[src/rtl/cheri_sram_arbiter_if.sv]
// Bundle of requester-side and SRAM-side signals around the CHERIoT SRAM arbiter.
// The slave modport is the arbiter's view; master is the surrounding core/SRAM view.
interface cheri_sram_arbiter_if #(
  parameter int AddrWidth = 14
);
  logic                 instr_req_i;
  logic                 instr_gnt_o;
  logic [31:0]          instr_addr_i;
  logic                 instr_rvalid_o;
  logic [64:0]          instr_rdata_o;
  logic                 instr_err_o;

  logic                 data_req_i;
  logic                 data_gnt_o;
  logic                 data_we_i;
  logic                 data_is_cap_i;
  logic [3:0]           data_be_i;
  logic [31:0]          data_addr_i;
  logic [64:0]          data_wdata_i;
  logic                 data_rvalid_o;
  logic [64:0]          data_rdata_o;
  logic                 data_err_o;

  logic                 tsmap_cs_i;
  logic [AddrWidth-1:0] tsmap_addr_i;
  logic [64:0]          tsmap_rdata_o;

  logic                 mem_cs_o;
  logic                 mem_we_o;
  logic [AddrWidth-1:0] mem_addr_o;
  logic [7:0]           mem_be_o;
  logic                 mem_tag_we_o;
  logic [64:0]          mem_wdata_o;
  logic [64:0]          mem_rdata_i;

  modport slave (
    input  instr_req_i, instr_addr_i,
    input  data_req_i, data_we_i, data_is_cap_i, data_be_i, data_addr_i, data_wdata_i,
    input  tsmap_cs_i, tsmap_addr_i, mem_rdata_i,
    output instr_gnt_o, instr_rvalid_o, instr_rdata_o, instr_err_o,
    output data_gnt_o, data_rvalid_o, data_rdata_o, data_err_o,
    output tsmap_rdata_o,
    output mem_cs_o, mem_we_o, mem_addr_o, mem_be_o, mem_tag_we_o, mem_wdata_o
  );

  modport master (
    output instr_req_i, instr_addr_i,
    output data_req_i, data_we_i, data_is_cap_i, data_be_i, data_addr_i, data_wdata_i,
    output tsmap_cs_i, tsmap_addr_i, mem_rdata_i,
    input  instr_gnt_o, instr_rvalid_o, instr_rdata_o, instr_err_o,
    input  data_gnt_o, data_rvalid_o, data_rdata_o, data_err_o,
    input  tsmap_rdata_o,
    input  mem_cs_o, mem_we_o, mem_addr_o, mem_be_o, mem_tag_we_o, mem_wdata_o
  );
endinterface

[src/rtl/cheri_sram_arbiter.sv]
// Shares one 65-bit single-port SRAM between instruction fetch, data and TS map ports,
// with tag-write policy, anti-starvation priority and one-cycle response routing.
module cheri_sram_arbiter #(
  parameter logic [31:0] MemBase     = 32'h200f_0000,
  parameter int          AddrWidth   = 14,
  parameter int          StarveLimit = 4
) (
  input logic                     clk_i,
  input logic                     rstn_i,
  cheri_sram_arbiter_if.slave     bus
);

  typedef enum logic [1:0] {
    OWN_NONE,
    OWN_INSTR,
    OWN_DATA,
    OWN_TSMAP
  } owner_e;

  // Window end computed in 33 bits so a window touching 4 GiB cannot wrap.
  localparam logic [32:0] WinEnd    = {1'b0, MemBase} + (33'd8 << AddrWidth);
  localparam logic [3:0]  StarveThr = 4'(StarveLimit);

  function automatic logic in_window(input logic [31:0] a);
    return ({1'b0, a} >= {1'b0, MemBase}) && ({1'b0, a} < WinEnd);
  endfunction

  function automatic logic [AddrWidth-1:0] word_of(input logic [31:0] a);
    return AddrWidth'((a - MemBase) >> 3);
  endfunction

  owner_e     owner_q, owner_d;
  logic       err_q, err_d;
  logic       we_q, we_d;
  logic [3:0] starve_cnt;
  logic       instr_wins;
  logic       instr_hit, data_hit, cap_misaligned;

  assign instr_wins     = starve_cnt >= StarveThr;
  assign instr_hit      = in_window(bus.instr_addr_i);
  assign data_hit       = in_window(bus.data_addr_i);
  assign cap_misaligned = bus.data_we_i && bus.data_is_cap_i && (bus.data_addr_i[2:0] != 3'b000);

  always_ff @(posedge clk_i or negedge rstn_i) begin
    if (!rstn_i) begin
      owner_q    <= OWN_NONE;
      err_q      <= 1'b0;
      we_q       <= 1'b0;
      starve_cnt <= 4'd0;
    end else begin
      owner_q <= owner_d;
      err_q   <= err_d;
      we_q    <= we_d;
      if (!bus.instr_req_i || bus.instr_gnt_o) begin
        starve_cnt <= 4'd0;
      end else if (starve_cnt != 4'hF) begin
        starve_cnt <= starve_cnt + 4'd1;
      end
    end
  end

  // A winner that fails decode still owns the slot but leaves the SRAM idle.
  always_comb begin
    bus.instr_gnt_o  = 1'b0;
    bus.data_gnt_o   = 1'b0;
    bus.mem_cs_o     = 1'b0;
    bus.mem_we_o     = 1'b0;
    bus.mem_addr_o   = '0;
    bus.mem_be_o     = 8'h00;
    bus.mem_tag_we_o = 1'b0;
    bus.mem_wdata_o  = '0;
    owner_d          = OWN_NONE;
    err_d            = 1'b0;
    we_d             = 1'b0;

    if (bus.tsmap_cs_i) begin
      owner_d        = OWN_TSMAP;
      bus.mem_cs_o   = 1'b1;
      bus.mem_addr_o = bus.tsmap_addr_i;
      bus.mem_be_o   = 8'hFF;
    end else if (bus.instr_req_i && (!bus.data_req_i || instr_wins)) begin
      bus.instr_gnt_o = 1'b1;
      owner_d         = OWN_INSTR;
      if (instr_hit) begin
        bus.mem_cs_o   = 1'b1;
        bus.mem_addr_o = word_of(bus.instr_addr_i);
        bus.mem_be_o   = 8'hFF;
      end else begin
        err_d = 1'b1;
      end
    end else if (bus.data_req_i) begin
      bus.data_gnt_o = 1'b1;
      owner_d        = OWN_DATA;
      we_d           = bus.data_we_i;
      if (!data_hit || cap_misaligned) begin
        err_d = 1'b1;
      end else begin
        bus.mem_cs_o   = 1'b1;
        bus.mem_we_o   = bus.data_we_i;
        bus.mem_addr_o = word_of(bus.data_addr_i);
        bus.mem_be_o   = 8'hFF;
        if (bus.data_we_i) begin
          bus.mem_tag_we_o = 1'b1;
          if (bus.data_is_cap_i) begin
            bus.mem_wdata_o = bus.data_wdata_i;
          end else begin
            // Narrow writes replicate into both halves and always clear the tag.
            bus.mem_be_o    = bus.data_addr_i[2] ? {bus.data_be_i, 4'h0} : {4'h0, bus.data_be_i};
            bus.mem_wdata_o = {1'b0, bus.data_wdata_i[31:0], bus.data_wdata_i[31:0]};
          end
        end
      end
    end
  end

  assign bus.instr_rvalid_o = (owner_q == OWN_INSTR);
  assign bus.instr_err_o    = (owner_q == OWN_INSTR) && err_q;
  assign bus.instr_rdata_o  = ((owner_q == OWN_INSTR) && !err_q) ? bus.mem_rdata_i : '0;

  assign bus.data_rvalid_o  = (owner_q == OWN_DATA);
  assign bus.data_err_o     = (owner_q == OWN_DATA) && err_q;
  assign bus.data_rdata_o   = ((owner_q == OWN_DATA) && !err_q && !we_q) ? bus.mem_rdata_i : '0;

  assign bus.tsmap_rdata_o  = (owner_q == OWN_TSMAP) ? bus.mem_rdata_i : '0;

endmodule

[src/flat_wrapper.sv]
// flat-port wrapper written by rule: the top's interface ports become plain ports
module cheri_sram_arbiter_flat 
#(
  parameter logic [31:0] MemBase     = 32'h200f_0000,
  parameter int          AddrWidth   = 14,
  parameter int          StarveLimit = 4
)
  (clk_i, rstn_i, bus_instr_req_i, bus_instr_addr_i, bus_data_req_i, bus_data_we_i, bus_data_is_cap_i, bus_data_be_i, bus_data_addr_i, bus_data_wdata_i, bus_tsmap_cs_i, bus_tsmap_addr_i, bus_mem_rdata_i, bus_instr_gnt_o, bus_instr_rvalid_o, bus_instr_rdata_o, bus_instr_err_o, bus_data_gnt_o, bus_data_rvalid_o, bus_data_rdata_o, bus_data_err_o, bus_tsmap_rdata_o, bus_mem_cs_o, bus_mem_we_o, bus_mem_addr_o, bus_mem_be_o, bus_mem_tag_we_o, bus_mem_wdata_o);
  cheri_sram_arbiter_if #(.AddrWidth(AddrWidth)) bus_i ();
  input logic clk_i;
  input logic rstn_i;
  input wire logic [$bits(bus_i.instr_req_i)-1:0] bus_instr_req_i;
  input wire logic [$bits(bus_i.instr_addr_i)-1:0] bus_instr_addr_i;
  input wire logic [$bits(bus_i.data_req_i)-1:0] bus_data_req_i;
  input wire logic [$bits(bus_i.data_we_i)-1:0] bus_data_we_i;
  input wire logic [$bits(bus_i.data_is_cap_i)-1:0] bus_data_is_cap_i;
  input wire logic [$bits(bus_i.data_be_i)-1:0] bus_data_be_i;
  input wire logic [$bits(bus_i.data_addr_i)-1:0] bus_data_addr_i;
  input wire logic [$bits(bus_i.data_wdata_i)-1:0] bus_data_wdata_i;
  input wire logic [$bits(bus_i.tsmap_cs_i)-1:0] bus_tsmap_cs_i;
  input wire logic [$bits(bus_i.tsmap_addr_i)-1:0] bus_tsmap_addr_i;
  input wire logic [$bits(bus_i.mem_rdata_i)-1:0] bus_mem_rdata_i;
  output wire logic [$bits(bus_i.instr_gnt_o)-1:0] bus_instr_gnt_o;
  output wire logic [$bits(bus_i.instr_rvalid_o)-1:0] bus_instr_rvalid_o;
  output wire logic [$bits(bus_i.instr_rdata_o)-1:0] bus_instr_rdata_o;
  output wire logic [$bits(bus_i.instr_err_o)-1:0] bus_instr_err_o;
  output wire logic [$bits(bus_i.data_gnt_o)-1:0] bus_data_gnt_o;
  output wire logic [$bits(bus_i.data_rvalid_o)-1:0] bus_data_rvalid_o;
  output wire logic [$bits(bus_i.data_rdata_o)-1:0] bus_data_rdata_o;
  output wire logic [$bits(bus_i.data_err_o)-1:0] bus_data_err_o;
  output wire logic [$bits(bus_i.tsmap_rdata_o)-1:0] bus_tsmap_rdata_o;
  output wire logic [$bits(bus_i.mem_cs_o)-1:0] bus_mem_cs_o;
  output wire logic [$bits(bus_i.mem_we_o)-1:0] bus_mem_we_o;
  output wire logic [$bits(bus_i.mem_addr_o)-1:0] bus_mem_addr_o;
  output wire logic [$bits(bus_i.mem_be_o)-1:0] bus_mem_be_o;
  output wire logic [$bits(bus_i.mem_tag_we_o)-1:0] bus_mem_tag_we_o;
  output wire logic [$bits(bus_i.mem_wdata_o)-1:0] bus_mem_wdata_o;
  assign bus_i.instr_req_i = bus_instr_req_i;
  assign bus_i.instr_addr_i = bus_instr_addr_i;
  assign bus_i.data_req_i = bus_data_req_i;
  assign bus_i.data_we_i = bus_data_we_i;
  assign bus_i.data_is_cap_i = bus_data_is_cap_i;
  assign bus_i.data_be_i = bus_data_be_i;
  assign bus_i.data_addr_i = bus_data_addr_i;
  assign bus_i.data_wdata_i = bus_data_wdata_i;
  assign bus_i.tsmap_cs_i = bus_tsmap_cs_i;
  assign bus_i.tsmap_addr_i = bus_tsmap_addr_i;
  assign bus_i.mem_rdata_i = bus_mem_rdata_i;
  assign bus_instr_gnt_o = bus_i.instr_gnt_o;
  assign bus_instr_rvalid_o = bus_i.instr_rvalid_o;
  assign bus_instr_rdata_o = bus_i.instr_rdata_o;
  assign bus_instr_err_o = bus_i.instr_err_o;
  assign bus_data_gnt_o = bus_i.data_gnt_o;
  assign bus_data_rvalid_o = bus_i.data_rvalid_o;
  assign bus_data_rdata_o = bus_i.data_rdata_o;
  assign bus_data_err_o = bus_i.data_err_o;
  assign bus_tsmap_rdata_o = bus_i.tsmap_rdata_o;
  assign bus_mem_cs_o = bus_i.mem_cs_o;
  assign bus_mem_we_o = bus_i.mem_we_o;
  assign bus_mem_addr_o = bus_i.mem_addr_o;
  assign bus_mem_be_o = bus_i.mem_be_o;
  assign bus_mem_tag_we_o = bus_i.mem_tag_we_o;
  assign bus_mem_wdata_o = bus_i.mem_wdata_o;
  cheri_sram_arbiter #(.MemBase(MemBase), .AddrWidth(AddrWidth), .StarveLimit(StarveLimit)) u_core (.clk_i(clk_i), .rstn_i(rstn_i), .bus(bus_i));
endmodule
[config.mk]
export PLATFORM = sky130hd
export DESIGN_NAME = cheri_sram_arbiter_flat
export DESIGN_NICKNAME = d
export VERILOG_FILES = /design/src/rtl/cheri_sram_arbiter_if.sv /design/src/rtl/cheri_sram_arbiter.sv /design/src/flat_wrapper.sv
export SDC_FILE = /design/constraint.sdc
export NUM_CORES = 1
export LEC_CHECK = 0
export CAP_MARGIN = 20
export CORE_AREA = 3 3 197 199
export DETAILED_ROUTE_END_ITERATION = 10
export DIE_AREA = 0 0 200 202
export GPL_TIMING_DRIVEN = 0
export PLACE_DENSITY = 0.34
export SKIP_CTS_REPAIR_TIMING = 1
export SKIP_LAST_GASP = 1
export SLEW_MARGIN = 25
export SYNTH_ARGS = -nofsm -noshare
export SYNTH_HDL_FRONTEND = slang
export SYNTH_SLANG_ARGS = --single-unit
[constraint.sdc]
create_clock -name clk_i -period 2.7 [get_ports clk_i]
set_input_delay 0.405 -clock clk_i [delete_from_list [all_inputs] [get_ports clk_i]]
set_output_delay 0.405 -clock clk_i [all_outputs]
set_load 0.02 [all_outputs]
==> results.toml, run 1 <==
[hold_path]
holdCritPathClass = "primary input to async pin"

[yosys]
syn-cell-area_um2 = 3190
synth_top_area_share_pct = 34.9
syn_avg_cell_area_um2 = 6.48
yosys-top-cells-area = "and2_1 35%, and3_1 13%, mux2i_1 10%"
synth.largest_area_cell = "and2_1"
synth_warnings = 0
syn_inst = 492
syn_nets = 712
ys_ff_latch = 8
ys_types = 38
synth.yosys.seq_area_share_pct = 6.27

[final_layout]
utilization_pct = 25.0
layout.nets = 1240
drive_gt1_share_pct = 15.6
fill_cells = 4180
multi_input_area_um2 = 2920
final_cells = 1530
area_delta_synth_final_pct = 193
seqCellArea_um2 = 200

[worst_setup_path]
regToRegSetupSlack_ns = 1.02
worstPathArrival_ns = 2.24
ff2ff_path_depth = 5
cp_max_fo = 5
critical_path_class = "primary input to output port"
r2r-end = "u_core.err_q"
startpoint_type = "primary input"
r2r-start = "u_core.starve_cnt[2]"
timing.critical_path.to_type = "output port"
cp.required_ns = 2.30

[cts]
htreeDepth = 1
clockBufferDepth = 2
clk_pin_slew_ns = 0.04
cts.sinks = 8
cts_tree = "done"
cts-root-buf = "clkbuf_16"
clkLatencyLatePin_ns = 0.23
cts_inserted_buffers = 3

[timing]
setup_tns_ns = 0
setup-violations-final = 0
holdWs_ns = 0.448
slew_violations = 0
hold_viol_final = 0
max_freq_ghz = 0.378
worst_pin_slew_ns = 0.801
finalCriticalPeriod_ns = 2.65
period_share_pct = 98.0
finalClockSkew_ns = 0.00187
rsz0062_at_grt = "yes"
slew_headroom_pct = 46.6

[pwr]
switching_share_pct = 39.6
power.leakage_uw = 0.00540
irDropWorstVdd_uv = 102
seqPwrFrac_pct = 8.2
power_density_nw_per_um2 = 176
power.switching_uw = 651
power_uw = 1640
clkPwrFrac_pct = 15.0
intPower_uw = 993
p_comb_share_pct = 76.8

[place]
io_buffers = 505
hpwlAfterDp_mm = 24.7
dp.cells = 1508
place.gp.congestion = 0.755

[status]
status = "finished clean"

[floorplan]
ios = 510
fp.dieW_um = 200
core_um2 = 37400
start_util_pct = 8.53
fp-row-count = 71
die-area_um2 = 40400
die_h_um = 202

[routing]
via_count = 5576
drtAntennaViolNets = 0
wl_per_cell_um = 18.7
drt_first_iter_violations = 130
viasPerCell = 3.64
drc = 0
wl_mm = 28.7
drt_first_pass_iters = 4

[global_route]
grt-ovfl-total = 0
grt_pass1_wl_mm = 38.7
grt_max_degree = 12
grt_util_all_layers_pct = 12.8
antenna_found_initial = 2
grt_pass1_vias = 5690

[flow_run]
drv_cap = 0
## power groups by stage
stage	registers, uW	clock network, uW	logic [uW]
CTS	134	250	1270
floorplan	133	0	470
finish	135	247	1260
global placement	135	0	1280
global route	136	256	1350
detailed placement	136	0	1270
## critical path, cell delays in order
cell	delay, ns
clkdlybuf4s50_1	0.47
or4b_4	0.48
mux2i_4	0.23
buf_12	0.16
a41oi_4	0.16
o21ai_1	0.15
buf_2	0.18
## kinds of logic after synthesis
family | Yosys count | synth area share [%]
AOI/OAI and AO/OA | 51 | 9.33
xor gates and xnor gates | 1 | 0.275
adders and majority gates | 1 | 0.392
buffers and inverters | 54 | 6.94
DFF | 8 | 6.27
muxes | 35 | 11.5
and+or+nand+nor | 342 | 65.3
## how the worst max path moves through the flow
stage | start | end | slack (ns) | cells after the start
after detailed placement | bus_data_addr_i[2] | bus_mem_wdata_o[61] | -0.94 | 6
after global placement | bus_data_addr_i[18] | bus_mem_wdata_o[61] | -0.95 | 7
final | bus_instr_addr_i[20] | bus_mem_be_o[0] | 0.05 | 7
after floorplan | bus_data_addr_i[18] | bus_mem_addr_o[13] | 0.43 | 4
after CTS | bus_data_addr_i[2] | bus_mem_wdata_o[61] | -0.93 | 6
after global routing | u_core.owner_q[1] | bus_data_rdata_o[59] | -0.09 | 6
## state kept, by name, summed over array words and instances, names as in the netlist
register	flops
u_core.starve_cnt	4
u_core.owner_q	2
u_core.err_q	1
u_core.we_q	1
## layer usage
layer / up-vias / track usage [%] / routed length [um]
met5: - / 0 / 12
met4: 2 / 2.82 / 559
met3: 24 / 3.32 / 2750
met2: 313 / 25.8 / 15300
met1: 2512 / 12.9 / 10000
li1: 2725 / - / -
## metrics by stage
step           setup slack [ns]  cell area (um2)
5_1_grt                 -0.0863             9340
2_1_floorplan             0.430             3190
6_report                 0.0530             9340
4_1_cts                  -0.932             8960
3_5_place_dp             -0.938             8880
3_3_place_gp             -0.947             8880
## layout by cell type (no fill, tap or decap), types with 11 or more instances in the layout
master / n
a31oi_1: 15
and3_1: 66
nor2_1: 32
mux2i_1: 33
nor3b_1: 14
dlymetal6s2s_1: 99
clkdlybuf4s50_1: 334
nand2b_1: 15
buf_2: 17
o21ai_1: 19
clkbuf_2: 56
and2_1: 177
clkbuf_1: 11
buf_6: 12
buf_4: 31
## cell type report
type                    count  share of cell area, %
diodes                      1                 0.0268
flip-flops and latches      8                   2.14
repair buffers            523                   55.3
well taps                 511                   6.84
multi-input cells         431                   31.2
inverters                   3                  0.174
plain buffers              50                   3.49
clock buffers               3                  0.803
## cell usage after synthesis
cell type	number
and4b_1	1
or4b_4	1
a21oi_1	8
a31oi_1	15
mux2i_1	33
a22o_1	1
mux2i_2	1
buf_2	3
nand4_2	1
buf_1	1
nor2b_1	3
nor4b_1	2
inv_2	1
dfrtp_1	8
nand4b_1	3
nor2_1	38
xnor2_1	1
or4b_1	1
and3_1	68
clkbuf_1	43
and2_1	178
nand2b_1	16
buf_4	4
o311ai_1	1
nor3b_1	15
nand3_1	3
o21ai_1	19
nand2_1	4
inv_1	2
nor3b_2	1
o21ai_0	4
ha_1	1
a41oi_2	1
mux2i_4	1
o31ai_1	1
a21o_1	1
nor4_1	2
nor3_1	5
Note: power is estimated with default switching activity, not from simulation.
==> run 2: changes to the inputs <==
- RECOVER_POWER: default -> 50
==> run 2 against run 1 <==
Sequential power is essentially flat. Cell count is the same. Clock skew did not move. Utilization unchanged. Power barely moved. Global-route usage is the same. Worst setup slack about the same. Worst hold slack better by 0.070 ns. Register-to-register slack about the same. Non-clock buffer count unchanged. Critical path type unchanged. Largest cell class unchanged.
==> results.toml, run 2 (synthesis results as in run 1) <==
[global_route]
grt_max_degree = 12
grt_pass1_wl_mm = 38.7
grt-ovfl-total = 0
grt_pass1_vias = 5690
antenna_found_initial = 3
grt_util_all_layers_pct = 12.8

[worst_setup_path]
cp_max_fo = 5
worstPathArrival_ns = 2.24
r2r-start = "u_core.starve_cnt[2]"
cp.required_ns = 2.30
startpoint_type = "primary input"
timing.critical_path.to_type = "output port"
crit_start = "bus_instr_addr_i[20]"
critical_path_class = "primary input to output port"

[final_layout]
area_delta_synth_final_pct = 193
utilization_pct = 25.0
reg_top3 = "u_core.starve_cnt x4, u_core.owner_q x2"
layout.nets = 1240
drive_gt1_share_pct = 15.6
final_cell_mix = "332 x clkdlybuf4s50_1, 177 x and2_1, 99 x dlymetal6s2s_1"
largest_reg_flops = 4
final_cells = 1530
regMostFlops = "u_core.starve_cnt"
fill_cells = 4180
final_common_cell = "clkdlybuf4s50_1"

[routing]
drt_first_iter_violations = 142
drtAntennaViolNets = 0
via_count = 5583
viasPerCell = 3.65
drc = 0
drt_first_pass_iters = 4
wl_mm = 28.7
wl_per_cell_um = 18.7

[place]
hpwlAfterDp_mm = 24.7
place.gp.congestion = 0.755
io_buffers = 505
pre_cts_ws_ns = -0.938
dp.cells = 1508

[pwr]
power_uw = 1640
power.leakage_uw = 0.00540
irDropWorstVdd_uv = 102
power_density_nw_per_um2 = 176

[cts]
cts_inserted_buffers = 3
cts-root-buf = "clkbuf_16"
clockBufferDepth = 2
clk_pin_slew_ns = 0.04
cts.sinks = 8
htreeDepth = 1
cts_tree = "done"
clkLatencyLatePin_ns = 0.23

[timing]
max_freq_ghz = 0.378
setup-violations-final = 0
period_share_pct = 98.0
setup_tns_ns = 0
worst_pin_slew_ns = 0.801
hold_viol_final = 0
rsz0062_at_grt = "yes"
slew_headroom_pct = 46.6
finalClockSkew_ns = 0.00187
fin_ws_ns = 0.0528
slew_violations = 0
finalCriticalPeriod_ns = 2.65

[floorplan]
die-area_um2 = 40400
die_h_um = 202
ios = 510
fp.dieW_um = 200
start_util_pct = 8.53
core_um2 = 37400
fp-row-count = 71

[status]
status = "finished clean"

[hold_path]
holdCritPathClass = "primary input to async pin"

[flow_run]
drv_cap = 0
==> run 2: cell types whose count changed in the layout (fill, tap and decap cells not counted) <==
cell,delta
clkdlybuf4s50_1,-2
dlygate4sd3_1,+2
==> run 2: layout make-up <==
type	instances	area (um2)	share of cell area (%)
timing repair buffer	523	5170	55.3
tap	511	639	6.84
clock buffer	3	75.1	0.803
multi-input combinational	431	2920	31.2
buffer	50	327	3.49
antenna	1	2.50	0.0268
sequential	8	200	2.14
inverter	3	16.3	0.174
==> run 2: stage by stage <==
| step | cell area (um2) | hold slack, ns |
|---|---|---|
| detailed placement | 8880 | 0.587 |
| floorplan | 3190 | 0.109 |
| global placement | 8880 | 0.573 |
| global route | 9340 | 0.552 |
| CTS | 8960 | 0.461 |
| finish | 9340 | 0.518 |
==> run 2: final timing paths <==
kind | slack [ns] | depth (start not counted) | end
worst max register to register | 1.01 | 5 | u_core.err_q
worst min-delay path | 0.52 | 1 | u_core.starve_cnt[1]
worst max-delay path | 0.05 | 7 | bus_mem_be_o[0]
min in group clk_i | 0.59 | 2 | u_core.starve_cnt[1]
max in group asynchronous | 1.93 | 1 | u_core.owner_q[0]
worst min register to register | 0.59 | 2 | u_core.starve_cnt[1]
==> run 2: worst max-delay path, cell delays in order <==
cell,delay [ns]
clkdlybuf4s50_1,0.47
or4b_4,0.48
mux2i_4,0.23
buf_12,0.16
a41oi_4,0.16
o21ai_1,0.15
buf_2,0.18
==> run 2: power breakdown <==
group | switching (uW) | internal [uW]
clock | 55.9 | 191
combinational | 588 | 675
sequential | 7.78 | 127
==> run 2: layer usage <==
metal  GRT usage [%]  wire [um]  share of wire (%)  vias to the layer above
li1                -          -                  -                     2724
met1            12.9       9990                 35                     2514
met2            25.8      15300                 53                      317
met3            3.32       2750                9.6                       26
met4            2.82        573                2.0                        2
met5               0         12              0.042                        -
